--- src/rtl/axi_lite_default_slave.sv ---
// AXI4-Lite default slave: accepts every access, answers with a fixed error response, counts responses.
// Define AXI_LITE_DEFAULT_SLAVE_CAPTURE_EN to add first-error address capture ports.
module axi_lite_default_slave #(
  parameter int          ADDR_WIDTH = 32,
  parameter int          DATA_WIDTH = 32,
  parameter logic [1:0]  RESP_CODE  = 2'b11,
  parameter logic [31:0] RDATA_FILL = 32'hDEADBEEF,
  parameter int          CNT_WIDTH  = 16
) (
  input  logic                  clk,
  input  logic                  rst,
  input  logic [ADDR_WIDTH-1:0] s_axi_awaddr,
  input  logic                  s_axi_awvalid,
  output logic                  s_axi_awready,
  input  logic [DATA_WIDTH-1:0] s_axi_wdata,
  input  logic                  s_axi_wvalid,
  output logic                  s_axi_wready,
  output logic [1:0]            s_axi_bresp,
  output logic                  s_axi_bvalid,
  input  logic                  s_axi_bready,
  input  logic [ADDR_WIDTH-1:0] s_axi_araddr,
  input  logic                  s_axi_arvalid,
  output logic                  s_axi_arready,
  output logic [DATA_WIDTH-1:0] s_axi_rdata,
  output logic [1:0]            s_axi_rresp,
  output logic                  s_axi_rvalid,
  input  logic                  s_axi_rready,
  output logic [CNT_WIDTH-1:0]  wr_err_count,
  output logic [CNT_WIDTH-1:0]  rd_err_count,
  output logic                  err_pulse
`ifdef AXI_LITE_DEFAULT_SLAVE_CAPTURE_EN
  ,
  output logic                  first_err_valid,
  output logic                  first_err_is_write,
  output logic [ADDR_WIDTH-1:0] first_err_addr
`endif
);

  typedef enum logic { W_ACCEPT, W_RESP } w_state_t;
  typedef enum logic { R_ACCEPT, R_RESP } r_state_t;

  w_state_t w_state_reg;
  r_state_t r_state_reg;
  logic     enable_reg;
  logic     aw_got_reg;
  logic     w_got_reg;
  logic     bvalid_reg;
  logic     rvalid_reg;
  logic     err_pulse_reg;

  logic aw_hs, w_hs, b_hs, ar_hs, r_hs;
  logic [1:0] resp_hs;
  logic [CNT_WIDTH-1:0] cnt_reg [2];
  logic [DATA_WIDTH-1:0] fill_word;

  // Read data is the 32-bit fill pattern repeated across the bus width.
  for (genvar gi = 0; gi < DATA_WIDTH / 32; gi++) begin : g_fill
    assign fill_word[gi*32 +: 32] = RDATA_FILL;
  end

  assign s_axi_awready = enable_reg && (w_state_reg == W_ACCEPT) && !aw_got_reg;
  assign s_axi_wready  = enable_reg && (w_state_reg == W_ACCEPT) && !w_got_reg;
  assign s_axi_arready = enable_reg && (r_state_reg == R_ACCEPT);
  assign s_axi_bvalid  = bvalid_reg;
  assign s_axi_rvalid  = rvalid_reg;
  assign s_axi_bresp   = RESP_CODE;
  assign s_axi_rresp   = RESP_CODE;
  assign s_axi_rdata   = fill_word;
  assign err_pulse     = err_pulse_reg;
  assign wr_err_count  = cnt_reg[0];
  assign rd_err_count  = cnt_reg[1];

  assign aw_hs   = s_axi_awvalid && s_axi_awready;
  assign w_hs    = s_axi_wvalid && s_axi_wready;
  assign b_hs    = bvalid_reg && s_axi_bready;
  assign ar_hs   = s_axi_arvalid && s_axi_arready;
  assign r_hs    = rvalid_reg && s_axi_rready;
  assign resp_hs = {r_hs, b_hs};

  always_ff @(posedge clk or posedge rst) begin
    if (rst) begin
      enable_reg <= 1'b0;
    end else begin
      enable_reg <= 1'b1;
    end
  end

  // AW and W are collected independently; the response issues once both have arrived.
  always_ff @(posedge clk or posedge rst) begin
    if (rst) begin
      w_state_reg <= W_ACCEPT;
      aw_got_reg  <= 1'b0;
      w_got_reg   <= 1'b0;
      bvalid_reg  <= 1'b0;
    end else begin
      case (w_state_reg)
        W_ACCEPT: begin
          if ((aw_got_reg || aw_hs) && (w_got_reg || w_hs)) begin
            w_state_reg <= W_RESP;
            bvalid_reg  <= 1'b1;
            aw_got_reg  <= 1'b0;
            w_got_reg   <= 1'b0;
          end else begin
            aw_got_reg <= aw_got_reg || aw_hs;
            w_got_reg  <= w_got_reg || w_hs;
          end
        end
        W_RESP: begin
          if (s_axi_bready) begin
            w_state_reg <= W_ACCEPT;
            bvalid_reg  <= 1'b0;
          end
        end
        default: w_state_reg <= W_ACCEPT;
      endcase
    end
  end

  always_ff @(posedge clk or posedge rst) begin
    if (rst) begin
      r_state_reg <= R_ACCEPT;
      rvalid_reg  <= 1'b0;
    end else begin
      case (r_state_reg)
        R_ACCEPT: begin
          if (ar_hs) begin
            r_state_reg <= R_RESP;
            rvalid_reg  <= 1'b1;
          end
        end
        R_RESP: begin
          if (s_axi_rready) begin
            r_state_reg <= R_ACCEPT;
            rvalid_reg  <= 1'b0;
          end
        end
        default: r_state_reg <= R_ACCEPT;
      endcase
    end
  end

  // Index 0 counts B responses, index 1 counts R responses; both stick at all-ones.
  for (genvar gi = 0; gi < 2; gi++) begin : g_cnt
    always_ff @(posedge clk or posedge rst) begin
      if (rst) begin
        cnt_reg[gi] <= '0;
      end else if (resp_hs[gi] && (cnt_reg[gi] != {CNT_WIDTH{1'b1}})) begin
        cnt_reg[gi] <= cnt_reg[gi] + 1'b1;
      end
    end
  end

  always_ff @(posedge clk or posedge rst) begin
    if (rst) begin
      err_pulse_reg <= 1'b0;
    end else begin
      err_pulse_reg <= b_hs || r_hs;
    end
  end

`ifdef AXI_LITE_DEFAULT_SLAVE_CAPTURE_EN
  logic                  cap_valid_reg;
  logic                  cap_is_write_reg;
  logic [ADDR_WIDTH-1:0] cap_addr_reg;

  // Only the first address handshake after reset is kept; a write beats a same-cycle read.
  always_ff @(posedge clk or posedge rst) begin
    if (rst) begin
      cap_valid_reg    <= 1'b0;
      cap_is_write_reg <= 1'b0;
      cap_addr_reg     <= '0;
    end else if (!cap_valid_reg && (aw_hs || ar_hs)) begin
      cap_valid_reg    <= 1'b1;
      cap_is_write_reg <= aw_hs;
      cap_addr_reg     <= aw_hs ? s_axi_awaddr : s_axi_araddr;
    end
  end

  assign first_err_valid    = cap_valid_reg;
  assign first_err_is_write = cap_is_write_reg;
  assign first_err_addr     = cap_addr_reg;

  logic unused_inputs;
  assign unused_inputs = ^s_axi_wdata;
`else
  logic unused_inputs;
  assign unused_inputs = ^{s_axi_wdata, s_axi_awaddr, s_axi_araddr};
`endif

endmodule

--- config.mk ---
export PLATFORM = sky130hd
export DESIGN_NAME = axi_lite_default_slave
export DESIGN_NICKNAME = d
export VERILOG_FILES = /design/src/rtl/axi_lite_default_slave.sv
export SDC_FILE = /design/constraint.sdc
export NUM_CORES = 1
export LEC_CHECK = 0
export ABC_CLOCK_PERIOD_IN_PS = 2500
export CAP_MARGIN = 20
export CORE_UTILIZATION = 30
export CTS_CLUSTER_DIAMETER = 120
export DETAILED_ROUTE_END_ITERATION = 10
export PLACE_DENSITY = 0.75
export SETUP_SLACK_MARGIN = 0.02
export SLEW_MARGIN = 10
export SYNTH_ARGS = -nofsm -noshare
export SYNTH_HDL_FRONTEND = slang
export SYNTH_SLANG_ARGS = --single-unit
--- constraint.sdc ---
create_clock -name clk -period 2.5 [get_ports clk]
set_input_delay 0.5 -clock clk [delete_from_list [all_inputs] [get_ports clk]]
set_output_delay 0.5 -clock clk [all_outputs]
set_load 0.01 [all_outputs]
==> flow_summary.toml, run 1 <==
[timing]
fin_crit_sh_pct = 84.70
max_freq_mhz = 472.2
hold-worst-slack_ps = 472.3
slew_viol_final = 0
rsz0062_at_grt = "false"
fin_setup_tns_ps = 0
setup_ws_ps = 382.4
setup_violations = 0
hold_viol_final = 0
skew_ps = 4.049
period_minus_slack_ps = 2118

[worst_hold_path]
worstHoldPathCells = 1
hold_path_class = "flip-flop to flip-flop"
holdCritStartpoint = "r_state_reg"

[yosys]
yosysTopAreaCellShare_pct = 46.54
syn_area_sq_um = 2151
ys_ff_latch = 40
synth_common_cells = "dfrtp_1, buf_4, xnor2_1, nand2_1"
synth_compound_area_share_pct = 6.690
synth_xor_area_share_pct = 11.40
yosys.area.top_type = "dfrtp_1"
synth_top_family_by_area = "simple AND/OR/NAND/NOR gates"
synth_most_common_cell = "dfrtp_1"
avgSynthCellArea_sq_um = 10.75
syn_inst = 200
ys_warn_count = 0
seq_area_frac_synth_pct = 46.54
synth_fa_ha_area_share_pct = 1.163
synth_flop_cell = "dfrtp_1"
yosysUniqueCellTypes = 33
synth_area_leaders = "dfrtp_1, buf_4, xnor2_1, nand4_1, nand2_1"
synth_edf_count = 0
synth-simple-area-share_pct = 19.20
async_flop_share_pct = 100.0
synthMuxAreaShare_pct = 1.047

[cells_and_area]
layout-drive-gt1-share_pct = 7.570
n_fill_cell = 687
nets = 355
area_growth_pct = 23.73
diodes = 0
final_cells = 347

[die]
dieWidth_um = 86.67
die_area_sq_um = 7512
pin_count = 177
rows = 30
start_util_pct = 31.31
core_sq_um = 6869
die_y_um = 86.67

[placed_design]
dp_hpwl_mm = 2.872
preCtsSetupSlack_ps = 389.6
dp.cells = 339
io_buffers = 44
gp_congestion = 0.8053

[setup_path]
reg2reg_depth = 6
start_kind = "flip-flop"
path_class = "flip-flop to primary output"
crit_path_max_fanout = 6
endpoint_kind = "primary output"
timing.rr.start = "rd_err_count[0]"
crit_arrival_ps = 1620
cp-startpoint = "w_state_reg"
cp_data_required_time_ps = 2000

[cts]
cts_setup_buffers = 0
path_clk_slew_ps = 80
clkLatencyLatePin_ps = 290
cts-root-buf = "clkbuf_8"
cts_max_path_buffers = 2
cts_sinks = 40
cts_inserted_buffers = 5
cts_hold_buf = 0
htreeDepth = 2
cts_tree = "done"
postCtsResizedCells = 0

[grt]
antenna_found_initial = 0
grt_usage_pct = 11.37
grt_max_degree = 41
grt_pass1_vias = 1430
grt_pass1_wl_mm = 6.624
overflow = 0

[drt]
drtPass1Iterations = 4
drtIter0Drc = 45
wl_per_cell_um = 11.61
drc = 0
routed_wl_mm = 4.030
vias_per_cell = 4.378
vias = 1519
ant_nets = 0

[power_and_ir_drop]
powerDensity_nw_per_um2 = 767.3
vdd.ir_drop.worst_mv = 0.6285
p_leak_uw = 0.001188

[job]
max_cap_viol_count = 0

[outcome]
status = "finished, final reports clean"
[where the power goes]
part,switching (uW),internal (uW),total (uW)
registers,180,779,959
logic,293,346,640
clock network,223,220,443
[worst paths after layout]
| check | endpoint | slack (ps) |
|---|---|---|
| worst max register to register | rd_err_count[11] | 590 |
| worst max-delay path | s_axi_wready | 380 |
| max in group asynchronous | wr_err_count[0] | 1530 |
| worst min register to register | s_axi_rvalid | 470 |
| min in group asynchronous | rd_err_count[4] | 630 |
| worst min-delay path | s_axi_rvalid | 470 |
[placed cells by master (no fill, tap or decap), types with 3 or more instances in the layout]
| cell type | Yosys | final |
|---|---|---|
| and3_1 | 4 | 4 |
| and2_1 | 3 | 3 |
| nor2_1 | 6 | 6 |
| inv_1 | 3 | 3 |
| and4_4 | 3 | 3 |
| dfrtp_1 | 40 | 40 |
| nor3b_1 | 3 | 3 |
| xor2_1 | 6 | 6 |
| and4_1 | 3 | 3 |
| xnor2_1 | 22 | 22 |
| clkdlybuf4s50_1 | 0 | 44 |
| clkbuf_8 | 0 | 6 |
| conb_1 | 2 | 37 |
| nand2_1 | 16 | 16 |
| nand4_1 | 11 | 11 |
| o21ai_1 | 3 | 3 |
| nand3_1 | 11 | 11 |
| a21oi_1 | 7 | 7 |
[area by class of cell]
class / instances / area (sq um) / area share [%]
flip-flops and latches: 40 / 1001 / 37.61
multi-input cells: 155 / 988.4 / 37.14
clock inverters: 2 / 10.01 / 0.3761
inverters: 3 / 11.26 / 0.4231
well taps: 96 / 120.1 / 4.513
repair buffers: 45 / 447.9 / 16.83
clock buffers: 6 / 82.58 / 3.103
[routing by layer]
layer / track usage (%) / routed length (um) / vias to the layer above / part of all wire, %
met1: 14.26 / 1891 / 723 / 47
met2: 18.54 / 1782 / 70 / 44
met3: 3.333 / 298 / 10 / 7.4
met5: 0 / 0 / - / 0
met4: 4.242 / 57 / 0 / 1.4
li1: - / - / 716 / -
[metrics by stage]
step	power (uW)	area [sq um]	utilization, %
floorplan	1316	2282	-
finish	2042	2661	38.74
CTS	2061	2661	38.74
global route	2173	2661	38.74
detailed placement	1610	2569	37.40
global placement	1592	2569	37.40
[cell families (layout without fill, tap and decap cells)]
kind of cell             after synthesis  in the layout
other                                  2             37
flip-flops                            40             40
buffers and inverters                 40             56
multiplexers                           2              2
AO/OA/AOI/OAI                         18             18
adder cells (fa/ha/maj)                2              2
AND/OR/NAND/NOR                       68             68
XOR/XNOR                              28             28
[critical path: stages (launching register included)]
cell             delay, ps
dfrtp_1                430
nand2b_1               220
nor2_1                 130
clkdlybuf4s50_1        550
Power figures use the tool's default switching activity.
==> run 2, diff against run 1 <==
--- a/config.mk
+++ b/config.mk
@@ -5,12 +5,12 @@
 export SDC_FILE = /design/constraint.sdc
 export NUM_CORES = 1
 export LEC_CHECK = 0
-export ABC_CLOCK_PERIOD_IN_PS = 2500
+export ABC_CLOCK_PERIOD_IN_PS = 1700
 export CAP_MARGIN = 20
 export CORE_UTILIZATION = 30
 export CTS_CLUSTER_DIAMETER = 120
 export DETAILED_ROUTE_END_ITERATION = 10
-export PLACE_DENSITY = 0.75
+export PLACE_DENSITY = 0.78
 export SETUP_SLACK_MARGIN = 0.02
 export SLEW_MARGIN = 10
 export SYNTH_ARGS = -nofsm -noshare
==> constraint.sdc (replaced) <==
create_clock -name clk -period 1.7 [get_ports clk]
set_input_delay 0.34 -clock clk [delete_from_list [all_inputs] [get_ports clk]]
set_output_delay 0.34 -clock clk [all_outputs]
set_load 0.01 [all_outputs]
==> run 2 against run 1 <==
Effect of this change: critical path depth is 2 lower; setup slack got worse by 350 ps; global-route usage rose by 0.61 points; highest routed layer unchanged; register-to-register slack lost 510 ps; first-iteration DRC count down 44%.
==> flow_summary.toml, run 2 (synthesized netlist as in run 1, its figures left out) <==
[outcome]
status = "finished, final reports clean"

[die]
start_util_pct = 31.31
die_area_sq_um = 7512
die_y_um = 86.67
pin_count = 177
dieWidth_um = 86.67
rows = 30
core_sq_um = 6869

[grt]
grt_pass1_vias = 1507
grt_pass1_wl_mm = 6.893
overflow = 0
grt_max_degree = 41
antenna_found_initial = 0
grt_usage_pct = 11.98

[cells_and_area]
area_growth_pct = 35.14
diodes = 0
layout-drive-gt1-share_pct = 21.82
nets = 379
fin_area_sq_um = 2907
layout.cells.most_common_list = "conb_1, clkdlybuf4s50_1, dfrtp_1"
n_fill_cell = 672
final_common_cell = "conb_1"
final_cells = 371

[setup_path]
path_class = "flip-flop to primary output"
cpPeakStageDelay_ps = 580
start_kind = "flip-flop"
path_cells = "clkdlybuf4s50_1"
critPathSlowestCell = "clkdlybuf4s50_1"
crit_path_max_fanout = 6
cp_data_required_time_ps = 1360
r2r_slack_ps = 80
crit_family = "buffers and inverters"
crit_arrival_ps = 1330
endpoint_kind = "primary output"
cp.buffers_inverters = 1

[power_and_ir_drop]
p_comb_share_pct = 38.2
power.total_uw = 3208
powerDensity_nw_per_um2 = 1104
p_int_uw = 2145
p_sw_share_pct = 33.13
switchingPower_uw = 1063
vdd.ir_drop.worst_mv = 0.7781
p_leak_uw = 0.001388
clkPwrFrac_pct = 20.3
seqPwrFrac_pct = 41.5

[placed_design]
preCtsSetupSlack_ps = -181.1
io_buffers = 44
placed_cell_area_sq_um = 2758
dp_hpwl_mm = 3.145
gp_congestion = 0.7986
dp.cells = 362

[cts]
cts_tree = "done"
cts_inserted_buffers = 5
cts_max_path_buffers = 2
clkLatencyLatePin_ps = 290
cts-root-buf = "clkbuf_8"
path_clk_slew_ps = 70
cts_sinks = 40
cts_hold_buf = 0
htreeDepth = 2

[timing]
period_minus_slack_ps = 1670
setup_violations = 0
skew_ps = 4.907
fin_crit_sh_pct = 98.24
setup_ws_ps = 29.85
max_freq_mhz = 598.7
hold_viol_final = 0
slew_viol_final = 0
fin_setup_tns_ps = 0
rsz0062_at_grt = "true"

[drt]
drtIter0Drc = 25
drtPass1Iterations = 4
vias = 1610
routed_wl_mm = 4.240
vias_per_cell = 4.340
ant_nets = 0
wl_per_cell_um = 11.43
drc = 0

[worst_hold_path]
hold_path_class = "input pin to async pin"

[job]
max_cap_viol_count = 0
## run 2: timing repair
action	4_1_cts	5_1_grt
buffers inserted	0	1
gates resized for setup	8	19
endpoints found under the setup margin	6	24
pin swaps	0	2
## run 2: path summary, 6_finish.rpt
| kind | start | endpoint | depth (start not counted) |
|---|---|---|---|
| max | wr_err_count[2] | wr_err_count[2] | 1 |
| min | rst | rd_err_count[2] | 3 |
| max reg2reg | wr_err_count[1] | wr_err_count[12] | 7 |
| min reg2reg | rd_err_count[15] | rd_err_count[15] | 1 |
| max in group asynchronous | rst | wr_err_count[9] | 3 |
| min in group clk | rd_err_count[15] | rd_err_count[15] | 1 |
## run 2: layer usage
layer	wire, um	track usage, %
met1	1866	14.33
met2	2100	20.63
met3	215	3.333
met4	57	4.242
met5	0	0
## run 2: power groups by stage
stage	Combinational (uW)	Sequential, uW	Clock [uW]
final	1230	1330	650
after global routing	1350	1360	718
after CTS	1250	1320	672
after detailed placement	1260	1340	0
after global placement	1220	1330	0
after floorplan	502	1440	0
## run 2: layout make-up
cell class	instances	area [sq um]	area share, %
Clock buffer	6	82.58	2.841
Clock inverter	2	10.01	0.3444
Inverter	3	11.26	0.3874
Multi-Input combinational cell	155	1008	34.70
Sequential cell	40	1016	34.95
Tap cell	96	120.1	4.133
Timing Repair Buffer	69	658.1	22.64
## run 2: stage by stage
| stage | hold slack, ps | util (%) |
|---|---|---|
| after detailed placement | 463.6 | 40.15 |
| after CTS | 399.7 | 41.60 |
| after global routing | 408.1 | 42.31 |
| after global placement | 460.8 | 40.15 |
| after floorplan | 420.6 | - |
| final | 385.6 | 42.31 |
==> run 3, diff against run 2 <==
--- a/config.mk
+++ b/config.mk
@@ -6,13 +6,10 @@
 export NUM_CORES = 1
 export LEC_CHECK = 0
 export ABC_CLOCK_PERIOD_IN_PS = 1700
-export CAP_MARGIN = 20
 export CORE_UTILIZATION = 30
 export CTS_CLUSTER_DIAMETER = 120
 export DETAILED_ROUTE_END_ITERATION = 10
 export PLACE_DENSITY = 0.78
-export SETUP_SLACK_MARGIN = 0.02
-export SLEW_MARGIN = 10
 export SYNTH_ARGS = -nofsm -noshare
 export SYNTH_HDL_FRONTEND = slang
 export SYNTH_SLANG_ARGS = --single-unit
==> run 3 against run 2 <==
Effect of this change: worst hold slack better by 2.3 ps; sequential share of layout area rose by 0.29 points; combinational power is essentially flat; flip-flop and latch count is the same; critical path depth unchanged; power barely moved; non-clock buffer count decreased by 1; largest cell class unchanged; via count about the same; sequential power about the same; clock-buffer cell count did not move; fmax increased by 0.57%.
==> flow_summary.toml, run 3 (synthesized netlist as in run 1, its figures left out) <==
[cts]
path_clk_slew_ps = 70
cts-root-buf = "clkbuf_8"
cts_sinks = 40
cts_setup_buffers = 0
cts_max_path_buffers = 2
cts_tree = "done"
cts_inserted_buffers = 5
htreeDepth = 2
clkLatencyLatePin_ps = 290

[setup_path]
path_class = "flip-flop to primary output"
start_kind = "flip-flop"
path_cells = "clkdlybuf4s50_1"
cp.buffers_inverters = 1
cp_num_cells = 1
crit_arrival_ps = 1320
crit_path_max_fanout = 6
cp_data_required_time_ps = 1360
endpoint_kind = "primary output"
endpoint = "wr_err_count[2]"
reg2reg_depth = 6
cp-startpoint = "wr_err_count[2]"
r2r_slack_ps = 90
cpPeakStageDelay_ps = 580
critPathSlowestCell = "clkdlybuf4s50_1"
r2r_end = "rd_err_count[11]"
timing.rr.start = "rd_err_count[0]"
crit_family = "buffers and inverters"

[grt]
antenna_found_initial = 0
grt_max_degree = 41
grt_pass1_wl_mm = 6.851
overflow = 0
grt_pass1_vias = 1502
grt_usage_pct = 11.90

[job]
max_cap_viol_count = 0

[timing]
max_freq_mhz = 602.2
fin_crit_sh_pct = 97.69
slew_viol_final = 0
skew_ps = 5.072
period_minus_slack_ps = 1661
hold_viol_final = 0
hold-worst-slack_ps = 387.9
setup_violations = 0

[die]
rows = 30
die_y_um = 86.67
core_sq_um = 6869
die_area_sq_um = 7512
pin_count = 177
start_util_pct = 31.31
dieWidth_um = 86.67

[drt]
drc = 0
drtIter0Drc = 21
ant_nets = 0
vias = 1609
routed_wl_mm = 4.198
vias_per_cell = 4.349
drtPass1Iterations = 4
wl_per_cell_um = 11.35

[cells_and_area]
nets = 378
layout-drive-gt1-share_pct = 20.80
layout.cells.most_common_list = "clkdlybuf4s50_1, conb_1, dfrtp_1"
final_cells = 370
diodes = 0
final_common_cell = "clkdlybuf4s50_1"
area_growth_pct = 33.86
fin_area_sq_um = 2879

[placed_design]
io_buffers = 44
dp.cells = 362
gp_congestion = 0.7986
placed_cell_area_sq_um = 2758
dp_hpwl_mm = 3.145

[power_and_ir_drop]
powerDensity_nw_per_um2 = 1115
p_leak_uw = 0.001333
vdd.ir_drop.worst_mv = 0.8009

[outcome]
status = "finished, final reports clean"

[worst_hold_path]
hold_path_class = "input pin to async pin"
## run 3: worst min-delay path by stage
stage | start | end | slack, ps | depth (start not counted)
2_1_floorplan | s_axi_rready | r_state_reg | 420 | 1
3_3_place_gp | r_state_reg | s_axi_rvalid | 460 | 1
3_5_place_dp | r_state_reg | s_axi_rvalid | 460 | 1
4_1_cts | rst | rd_err_count[11] | 400 | 3
5_1_grt | rst | rd_err_count[11] | 400 | 3
6_report | rst | rd_err_count[2] | 390 | 3
## run 3: layout make-up
class,instances,area [sq um]
multi-input cells,155,1003
inverters,3,11.26
clock inverters,2,10.01
well taps,96,120.1
repair buffers,68,636.9
flip-flops and latches,40,1015
clock buffers,6,82.58
fillers,679,3990
## run 3: metrics by stage
| stage | utilization (%) | total power (uW) | setup slack [ps] | TNS, ps |
|---|---|---|---|---|
| after floorplan | - | 1939 | 33.66 | 0 |
| after global placement | 40.15 | 2552 | -144.8 | -1340 |
| after detailed placement | 40.15 | 2597 | -181.1 | -1727 |
| after CTS | 41.57 | 3247 | 15.17 | 0 |
| after global routing | 41.91 | 3425 | -9.031 | -9.031 |
| final | 41.91 | 3209 | 39.29 | 0 |
## run 3: power by group
part	internal (uW)	switching, uW	total (uW)
sequential	1150	180	1330
combinational	677	553	1230
clock	324	325	648
## run 3: metal layers
layer  global-route usage [%]  wire (um)  vias to the layer above  share of wire [%]
met5                        0          0                        -                  0
met3                    3.333        221                        7                5.3
met1                    14.27       1892                      784                 45
met4                    4.242         57                        0                1.4
li1                         -          -                      762                  -
met2                    20.42       2026                       56                 48
## run 3: repair_timing
action	4_1_cts	5_1_grt
gates resized for setup	6	14
hold endpoints to repair	0	0
endpoints found under the setup margin	4	14
hold buffers	0	0
pin swaps	0	2
